==> config.mk <==
export PLATFORM = sky130hd
export DESIGN_NAME = div_unit
export DESIGN_NICKNAME = d
export VERILOG_FILES = /design/src/rtl/div_unit_pkg.sv /design/src/rtl/div_unit_step.sv /design/src/rtl/div_unit.sv
export SDC_FILE = /design/constraint.sdc
export NUM_CORES = 1
export LEC_CHECK = 0
export BUFFER_PORTS_ARGS = -buffer_cell sky130_fd_sc_hd__buf_2
export CAP_MARGIN = 5
export CORE_ASPECT_RATIO = 1.5
export CORE_MARGIN = 2
export CORE_UTILIZATION = 37
export DETAILED_ROUTE_END_ITERATION = 10
export GPL_TIMING_DRIVEN = 0
export PLACE_DENSITY = 0.64
export SYNTH_ARGS = -nofsm -noshare
export SYNTH_HDL_FRONTEND = slang
export SYNTH_SLANG_ARGS = --single-unit
==> constraint.sdc <==
create_clock -name clk -period 14.3 [get_ports clk]
set_clock_uncertainty 0.2 [all_clocks]
set_input_delay 1.43 -clock clk [delete_from_list [all_inputs] [get_ports clk]]
set_output_delay 1.43 -clock clk [all_outputs]
set_load 0.03 [all_outputs]
==> src/rtl/div_unit_pkg.sv <==
// Shared definitions for the iterative divider: state encodings, iteration
// count, data/double-data widths and the helpers for operand magnitude and
// final sign correction.
package div_unit_pkg;

  localparam int unsigned DATA_W        = 32;
  localparam int unsigned DOUBLE_DATA_W = 64;
  localparam int unsigned DIV_CYCLE     = 32;

  typedef enum logic [1:0] {
    DIV_STATE_IDLE = 2'd0,
    DIV_STATE_BUSY = 2'd1,
    DIV_STATE_DONE = 2'd2
  } div_state_e;

  // Magnitude of an operand: negate only when it is a negative signed value.
  function automatic logic [DATA_W-1:0] div_magnitude(
    input logic              is_signed,
    input logic [DATA_W-1:0] value
  );
    return (is_signed && value[DATA_W-1]) ? -value : value;
  endfunction

  // Apply sign correction and pack as {remainder, quotient} for HI/LO.
  function automatic logic [DOUBLE_DATA_W-1:0] div_pack(
    input logic [DATA_W-1:0] quo_mag,
    input logic [DATA_W-1:0] rem_mag,
    input logic              neg_quo,
    input logic              neg_rem
  );
    logic [DATA_W-1:0] quo;
    logic [DATA_W-1:0] rem;
    quo = neg_quo ? -quo_mag : quo_mag;
    rem = neg_rem ? -rem_mag : rem_mag;
    return {rem, quo};
  endfunction

endpackage

==> src/rtl/div_unit_step.sv <==
// div_step: one combinational radix-2 restoring division step.
// Shifts {rem, quo} left by one, trial-subtracts the divisor magnitude in
// 33 bits, and either keeps the difference (quotient bit 1) or restores
// (quotient bit 0).
module div_step
  import div_unit_pkg::*;
(
  input  logic [DATA_W-1:0] rem,
  input  logic [DATA_W-1:0] quo,
  input  logic [DATA_W-1:0] divisor,
  output logic [DATA_W-1:0] rem_next,
  output logic [DATA_W-1:0] quo_next
);

  logic [DATA_W:0] rem_shift;
  logic [DATA_W:0] diff;

  assign rem_shift = {rem, quo[DATA_W-1]};
  assign diff      = rem_shift - {1'b0, divisor};

  // Keep the difference when the trial subtraction did not go negative.
  // NOTE: every output gets a value on every path, so no latch is inferred.
  always_comb begin
    if (!diff[DATA_W]) begin
      rem_next = diff[DATA_W-1:0];
      quo_next = {quo[DATA_W-2:0], 1'b1};
    end else begin
      rem_next = rem_shift[DATA_W-1:0];
      quo_next = {quo[DATA_W-2:0], 1'b0};
    end
  end

endmodule

==> src/rtl/div_unit.sv <==
// div_unit: iterative 32-bit divider for MIPS DIV/DIVU, one quotient bit per
// cycle, producing {HI, LO} = {remainder, quotient}.
// Optional build macro DIV_ZERO_FAST_EN: a divisor of zero skips the
// iteration and finishes in one cycle with identical result values.
module div_unit
  import div_unit_pkg::*;
#(
  parameter int unsigned kDivCycle = DIV_CYCLE
) (
  input  logic                     clk,
  input  logic                     rst,
  input  logic                     flush,
  input  logic                     start,
  input  logic                     signed_div,
  input  logic [DATA_W-1:0]        operand_1,
  input  logic [DATA_W-1:0]        operand_2,
  output logic                     busy,
  output logic                     done,
  output logic [DOUBLE_DATA_W-1:0] result
);

  localparam int unsigned          CNT_W    = $clog2(kDivCycle);
  localparam logic [CNT_W-1:0]     CNT_LAST = CNT_W'(kDivCycle - 1);

  div_state_e        state;
  div_state_e        state_next;
  logic [CNT_W-1:0]  count;
  logic [DATA_W-1:0] rem_q;
  logic [DATA_W-1:0] quo_q;
  logic [DATA_W-1:0] dvs_mag_q;
  logic              signed_q;
  logic              dvd_sign_q;
  logic              dvs_sign_q;

  logic [DATA_W-1:0] step_rem;
  logic [DATA_W-1:0] step_quo;
  logic [DATA_W-1:0] dvd_mag;
  logic [DATA_W-1:0] dvs_mag;
  logic              dvd_neg;
  logic              dvs_neg;
  logic              idle_or_done;
  logic              accept;
  logic              go_fast;
  logic              last_step;

  // Request decode: start is only honoured between operations, flush wins.
  assign idle_or_done = (state == DIV_STATE_IDLE) || (state == DIV_STATE_DONE);
  assign accept       = idle_or_done && start && !flush;
  assign last_step    = (state == DIV_STATE_BUSY) && (count == '0);

  assign dvd_mag = div_magnitude(signed_div, operand_1);
  assign dvs_mag = div_magnitude(signed_div, operand_2);
  assign dvd_neg = signed_div & operand_1[DATA_W-1];
  assign dvs_neg = signed_div & operand_2[DATA_W-1];

`ifdef DIV_ZERO_FAST_EN
  assign go_fast = (operand_2 == '0);
`else
  assign go_fast = 1'b0;
`endif

  assign busy = (state == DIV_STATE_BUSY);
  assign done = (state == DIV_STATE_DONE);

  div_step u_step (
    .rem      (rem_q),
    .quo      (quo_q),
    .divisor  (dvs_mag_q),
    .rem_next (step_rem),
    .quo_next (step_quo)
  );

  // State register.
  // NOTE: sequential state uses non-blocking assignments so every register
  // samples the pre-edge values; blocking is reserved for combinational code.
  always_ff @(posedge clk or negedge rst) begin
    if (!rst) begin
      state <= DIV_STATE_IDLE;
    end else begin
      state <= state_next;
    end
  end

  // Next-state logic; flush overrides everything and returns to IDLE.
  always_comb begin
    state_next = state;
    case (state)
      DIV_STATE_IDLE: begin
        if (start) state_next = go_fast ? DIV_STATE_DONE : DIV_STATE_BUSY;
      end
      DIV_STATE_BUSY: begin
        if (count == '0) state_next = DIV_STATE_DONE;
      end
      DIV_STATE_DONE: begin
        if (start) state_next = go_fast ? DIV_STATE_DONE : DIV_STATE_BUSY;
        else       state_next = DIV_STATE_IDLE;
      end
      default: state_next = DIV_STATE_IDLE;
    endcase
    if (flush) state_next = DIV_STATE_IDLE;
  end

  // Operand latch, iteration counter and partial remainder/quotient.
  // NOTE: the datapath registers are reset as well, so nothing stale from an
  // aborted operation survives a reset and simulation never sees X here.
  always_ff @(posedge clk or negedge rst) begin
    if (!rst) begin
      count      <= '0;
      rem_q      <= '0;
      quo_q      <= '0;
      dvs_mag_q  <= '0;
      signed_q   <= 1'b0;
      dvd_sign_q <= 1'b0;
      dvs_sign_q <= 1'b0;
    end else if (accept) begin
      count      <= CNT_LAST;
      rem_q      <= '0;
      quo_q      <= dvd_mag;
      dvs_mag_q  <= dvs_mag;
      signed_q   <= signed_div;
      dvd_sign_q <= operand_1[DATA_W-1];
      dvs_sign_q <= operand_2[DATA_W-1];
    end else if (busy && !flush) begin
      count <= count - 1'b1;
      rem_q <= step_rem;
      quo_q <= step_quo;
    end
  end

  // Result register: loaded only on entry to DONE, otherwise held
  // (flush and IDLE leave it alone).
  always_ff @(posedge clk or negedge rst) begin
    if (!rst) begin
      result <= '0;
    end else if (accept && go_fast) begin
      // Divide by zero: the natural algorithm yields all-ones and |dividend|.
      result <= div_pack('1, dvd_mag, dvd_neg ^ dvs_neg, dvd_neg);
    end else if (last_step && !flush) begin
      result <= div_pack(step_quo, step_rem,
                         signed_q & (dvd_sign_q ^ dvs_sign_q),
                         signed_q & dvd_sign_q);
    end
  end

endmodule

== Yosys cells after proc, flatten, opt, wreduce, memory -nomap -nowiden ==
Cells that the tools add are included.
Operators by class
  $add $sub $neg: 6
  equality and inequality tests: 4
  muxes and demuxes: 17
  bitwise gates (word level): 3
  reduce and logical (&&, ||, !) cells: 13
Operator list (count)
  32-bit two-way mux: 9
  32-bit negation: 4
  33-bit by 32-bit subtractor with 33-bit output: 1
  5-bit two-way mux: 2
  1-bit logical AND: 7
  2-bit two-way mux: 3
  2-bit one-hot mux with 3 select lines: 1
  5-bit logical NOT: 1
  5-bit by 1-bit subtractor with 5-bit output, second input constant: 1
  3-bit by 2-bit inequality test with 1-bit output, second input constant: 1
  3-bit inequality test, second input constant: 1
  1-bit AND: 2
  2-bit by 1-bit == test with 1-bit output, second input constant: 1
  2-bit == test, second input constant: 1
  2-bit logical NOT: 1
  1-bit two-way mux: 2
  2-bit AND reduction: 1
  2-bit nonzero test: 1
  1-bit logical NOT: 1
  1-bit logical OR: 1
  1-bit bitwise XOR: 1
Storage, ports and cells
  flip-flop bits (word level): 170
  input bits: 69
  output and inout port bits: 66
  word-level logic and storage cells: 52

== Longest topological paths before layout ==
  depth in word-level cells: 5
  depth in mapped cells: 24
  mapped depth without buffers: 20

== Cells and area by module ==
A second synthesis with hierarchy kept.
Second synthesis, totals
  cells, all modules: 1434
  area total of the unflattened synthesis: 11881.4 um^2
Modules (own cells, without submodules)
  div_unit: times used 1, cells each 1092, area an instance 9392.8 um^2, seq. area each 4254.1 um^2
  div_step: times used 1, cells each 342, area an instance 2488.6 um^2, seq. area each 0.0 um^2

== Least setup slack after synthesis ==
OpenSTA, ideal clock, no wires.
  path type: register -> register
  from: reg quo_q[31]
  to: reg result[24]
  library setup time: 0.133 ns
  arrival: 5.313 ns
  required time: 13.967 ns
  slack: 8.654 ns
  cell stages (with the launch flop): 24
  buffers on the path: 3
  period minus slack after synthesis: 5.646 ns
  cells stage by stage: dfrtp_1 > inv_1 > ha_1 > fa_1 > nand2b_2 > a21oi_1 > o21ai_2 > o211ai_2 > nand3_1 > a22o_4 > inv_1 > clkbuf_8 > clkbuf_1 > clkbuf_1 > ha_1 > nand2_1 > or3_1 > or3b_2 > or3_1 > nor4_1 > nand2_1 > o41ai_1 > xor2_1 > o21ai_0
Between the ends
  cells in the longest elaborated chain, start to end: 4
Ends and longest elaborated chain
  from (decl): RTL line div_unit.sv:29  | logic [DATA_W-1:0] quo_q;
  from (signal assigned): RTL line div_unit.sv:118  | quo_q <= dvd_mag;
  from (signal assigned): RTL line div_unit.sv:126  | quo_q <= step_quo;
  33-bit by 32-bit subtractor with 33-bit output: RTL line div_unit_step.sv:19  | assign diff = rem_shift - {1'b0, divisor};
  1-bit two-way mux: RTL line div_unit_step.sv:24  | if (!diff[DATA_W]) begin
  32-bit negation: RTL line div_unit_pkg.sv:33  | quo = neg_quo ? -quo_mag : quo_mag;
  32-bit two-way mux: RTL line div_unit_pkg.sv:33
  to (signal assigned): RTL line div_unit.sv:137  | result <= div_pack('1, dvd_mag, dvd_neg ^ dvs_neg, dvd_neg);
  to (signal assigned): RTL line div_unit.sv:139  | result <= div_pack(step_quo, step_rem,
  to (decl): RTL line div_unit.sv:19  | output logic [DOUBLE_DATA_W-1:0] result
Every way passes these cells.
A chain may end at the register's enable or synchronous reset.

== Worst setup path in the final report ==
Ends and elaborated chain as after synthesis.

==> results.sh <==
export IMPL_setup_viol=0
export IMPL_grt_ovfl_total=0
export IMPL_synth_nets=1534
export IMPL_run_status="completed"
export IMPL_wl_per_cell_um=19.5
export IMPL_netlist_area_mm2=0.0118
export IMPL_regArea_mm2=0.00425
export IMPL_cts_root_buf="clkbuf_16"
export IMPL_total_power_mw=1.58
export IMPL_clock_sinks=170
export IMPL_hold_class="reg -> reg"
export IMPL_clock_latency_ns=0.46
export IMPL_ys_ff_latch=170
export IMPL_drt_wl_total_um=39000
export IMPL_period_share_pct=49.7
export IMPL_max_stage_delay_ns=0.60
export IMPL_synth_distinct_cells=82
export IMPL_vias=11200
export IMPL_clock_path_buffers=2
export IMPL_die_y_um=223
export IMPL_power_density_mw_per_mm2=115
export IMPL_gp_congestion=0.942
export IMPL_path_cells="inv_1, ha_1, fa_1, nand2b_2, a21oi_1, o21ai_2, o211ai_2, nand3_1, a22o_4, inv_1, clkbuf_8, clkbuf_1, clkbuf_1, ha_1, nand2_1, or3_1, or3b_2, or3_1, nor4_1, nand2_1, o41ai_1, xor2_1, o21ai_0"
export IMPL_ant_nets=0
export IMPL_io_pins=135
export IMPL_final_hold_violation_count=0
export IMPL_drt_pass1_iterations=5
export IMPL_dieWidth_um=150
export IMPL_postLayoutCoreUtil_pct=43.2
export IMPL_drc=0
export IMPL_syn_avg_cell_area_um2=8.29
export IMPL_clkTransAtPathRegs_ns=0.07
export IMPL_synthCells=1426
export IMPL_start_kind="flip-flop"
export IMPL_ir_worst_vdd_v=0.0000923
export IMPL_synthArstFlopShare_pct=100
export IMPL_relSlewSlack_pct=31.6
export IMPL_cts_hold_buf=0
export IMPL_num_antenna_cells=0
export IMPL_finalNetCount=1688
export IMPL_viasPerCell=5.61
export IMPL_synth_seq_area_share_pct=36.0
export IMPL_cpMaxStageDelayCell="clkbuf_1"
export IMPL_cellLeakagePower_nw=6.00
export IMPL_drv_cap=0
export IMPL_cp_max_fo=10
export IMPL_rsz0062_at_grt="no"
export IMPL_tightest_slew_ns=1.02
export IMPL_fp_row_count=80
export IMPL_fin_crit_ns=7.11
export IMPL_coreArea_mm2=0.0316
export IMPL_num_fill_cells=3285
export IMPL_yosysWarnings=0
export IMPL_port_buffers=134
export IMPL_path_class="reg -> reg"
export IMPL_cts_max_level=4
export IMPL_postCtsSetupBuffers=0
export IMPL_max_freq_ghz=0.141
export IMPL_worst_slack_ns=7.19
export IMPL_dp_cells=1971
export IMPL_multi_input_area_mm2=0.00700
export IMPL_ys_flop_type="dfrtp_1"
export IMPL_cp_arrival_ns=7.23
export IMPL_ctsResizeCount=0
export IMPL_initial_utilization_pct=37.4
export IMPL_antenna_found_initial=0
export IMPL_slew_viol_final=0
export IMPL_crit_path_end_kind="flip-flop"
export IMPL_pre_cts_slack_ns=7.31
export IMPL_grt_pass1_vias=11300
export IMPL_numCtsBuffers=17
export IMPL_dpl_hpwl_um=31200
export IMPL_regToRegSetupSlack_ns=7.19
export IMPL_fin_area_mm2=0.0137
export IMPL_synth_edf_count=0
export IMPL_grt_max_degree=106
export IMPL_area_delta_synth_final_pct=15.7
export IMPL_grt_pass1_wl_um=60400
export IMPL_crit_required_ns=14.42
export IMPL_die_area_mm2=0.0334
export IMPL_instances_no_fill=2003
export IMPL_drive_above_1_share_pct=13.7
export IMPL_grt_usage_pct=23.7
export IMPL_tns_ns=0
export IMPL_first_iter_violations=569
export IMPL_whs_ns=0.279
export IMPL_cts_tree="done"
export IMPL_dpl_instance_area_mm2=0.0130
[cell usage after synthesis (3+ instances only)]
cell,number,area (um2)
o21ai_1,5,25.0
o22ai_1,6,37.5
nand4_1,8,50.1
a31oi_1,12,75.1
or4b_2,3,30.0
nand2_1,213,800
nor3b_1,3,22.5
nand3_1,19,95.1
ha_1,38,475
nand3b_1,4,30.0
nor2b_1,9,56.3
a22oi_1,32,240
xor2_1,65,569
o41ai_1,12,105
a21o_1,7,52.6
buf_6,3,33.8
nand2b_1,11,68.8
o31a_1,3,26.3
nor3_1,44,220
o31ai_1,19,143
or4_1,10,75.1
a22o_1,4,35.0
a41oi_1,3,26.3
clkbuf_1,51,191
o21a_1,14,105
buf_2,8,40.0
o21bai_1,4,30.0
dfrtp_1,170,4250
a21oi_1,80,400
or3_1,11,68.8
o21ai_0,204,1020
mux2i_1,26,260
mux2_2,5,56.3
nor2_1,80,300
and3_1,7,43.8
inv_1,52,195
and2_1,7,43.8
buf_1,4,15.0
xnor2_1,74,648
clkbuf_8,5,68.8
nor4_1,25,156
o211ai_1,8,60.1
[power by group]
group          internal (mW)  switching (mW)  leakage, nW
Combinational          0.185           0.309         3.44
Sequential             0.526          0.0521         2.25
Clock                  0.283           0.221        0.310
Total                  0.994           0.582         6.00
[state kept, by name, summed over array words and instances (netlist names)]
| register | count |
|---|---|
| result | 64 |
| dvs_mag_q | 32 |
| quo_q | 32 |
| rem_q | 32 |
| count | 5 |
| state | 2 |
| dvd_sign_q | 1 |
| dvs_sign_q | 1 |
| signed_q | 1 |
[routing by layer]
metal  up-vias  GRT usage [%]  routed length (um)
met5         -              0                   0
met3       122           3.54                1350
met1      5388           23.4               13900
met2       309           44.4               21000
li1       5415              -                   -
met4         0           16.2                2740
[worst paths after layout]
check	start	end	cells past startpoint
worst max-delay path	quo_q[31]	result[24]	23
worst min-delay path	result[49]	result[49]	2
worst max register to register	quo_q[31]	result[24]	23
worst min register to register	result[49]	result[49]	2
min in group asynchronous	rst	dvs_mag_q[31]	1
max in group asynchronous	rst	rem_q[29]	2
[worst max-delay path, delay by kind of cell (launching register included)]
family          cells  cell delay [ns]
compound gates      6             1.45
flops               1             0.42
xor+xnor            1             0.28
fa+ha+maj           3             0.88
simple gates        8             2.27
buf+inv             5             1.45
[cell families after synthesis]
logic type	after synthesis	synth area share, %
xor+xnor	139	10.3
compound gates	446	23.0
simple gates	474	18.9
fa+ha+maj	39	4.19
mux	32	2.81
buf+inv	126	4.82
flops	170	36.0
[cells in the final DEF, fill, tap and decap left out, types with 8 or more instances in the layout]
master     netlist  routed
dfrtp_1        170     170
mux2i_1         26      26
or4_1           10      10
or3_1           11      11
buf_2            8     141
xor2_1          65      65
o41ai_1         12      12
o21a_1          14      14
nor4_1          25      25
a31oi_1         12      12
a22oi_1         32      32
nand2_1        213     213
nor3_1          44      44
inv_1           52      52
o211ai_1         8       8
xnor2_1         74      74
clkbuf_16        0      17
nand4_1          8       8
nand2b_1        11      11
nand3_1         19      19
o31ai_1         19      19
o21ai_0        204     204
nor2_1          80      80
ha_1            38      38
a21oi_1         80      80
clkbuf_1        51      51
nor2b_1          9       9
[area by class of cell]
class	count	share of cell area, %
multi-input cells	1130	51.2
clock buffers	17	3.11
repair buffers	135	5.18
inverters	52	1.43
clock inverters	15	1.51
well taps	410	3.75
flip-flops and latches	170	31.1
plain buffers	74	2.74
Power figures use the tool's default switching activity.
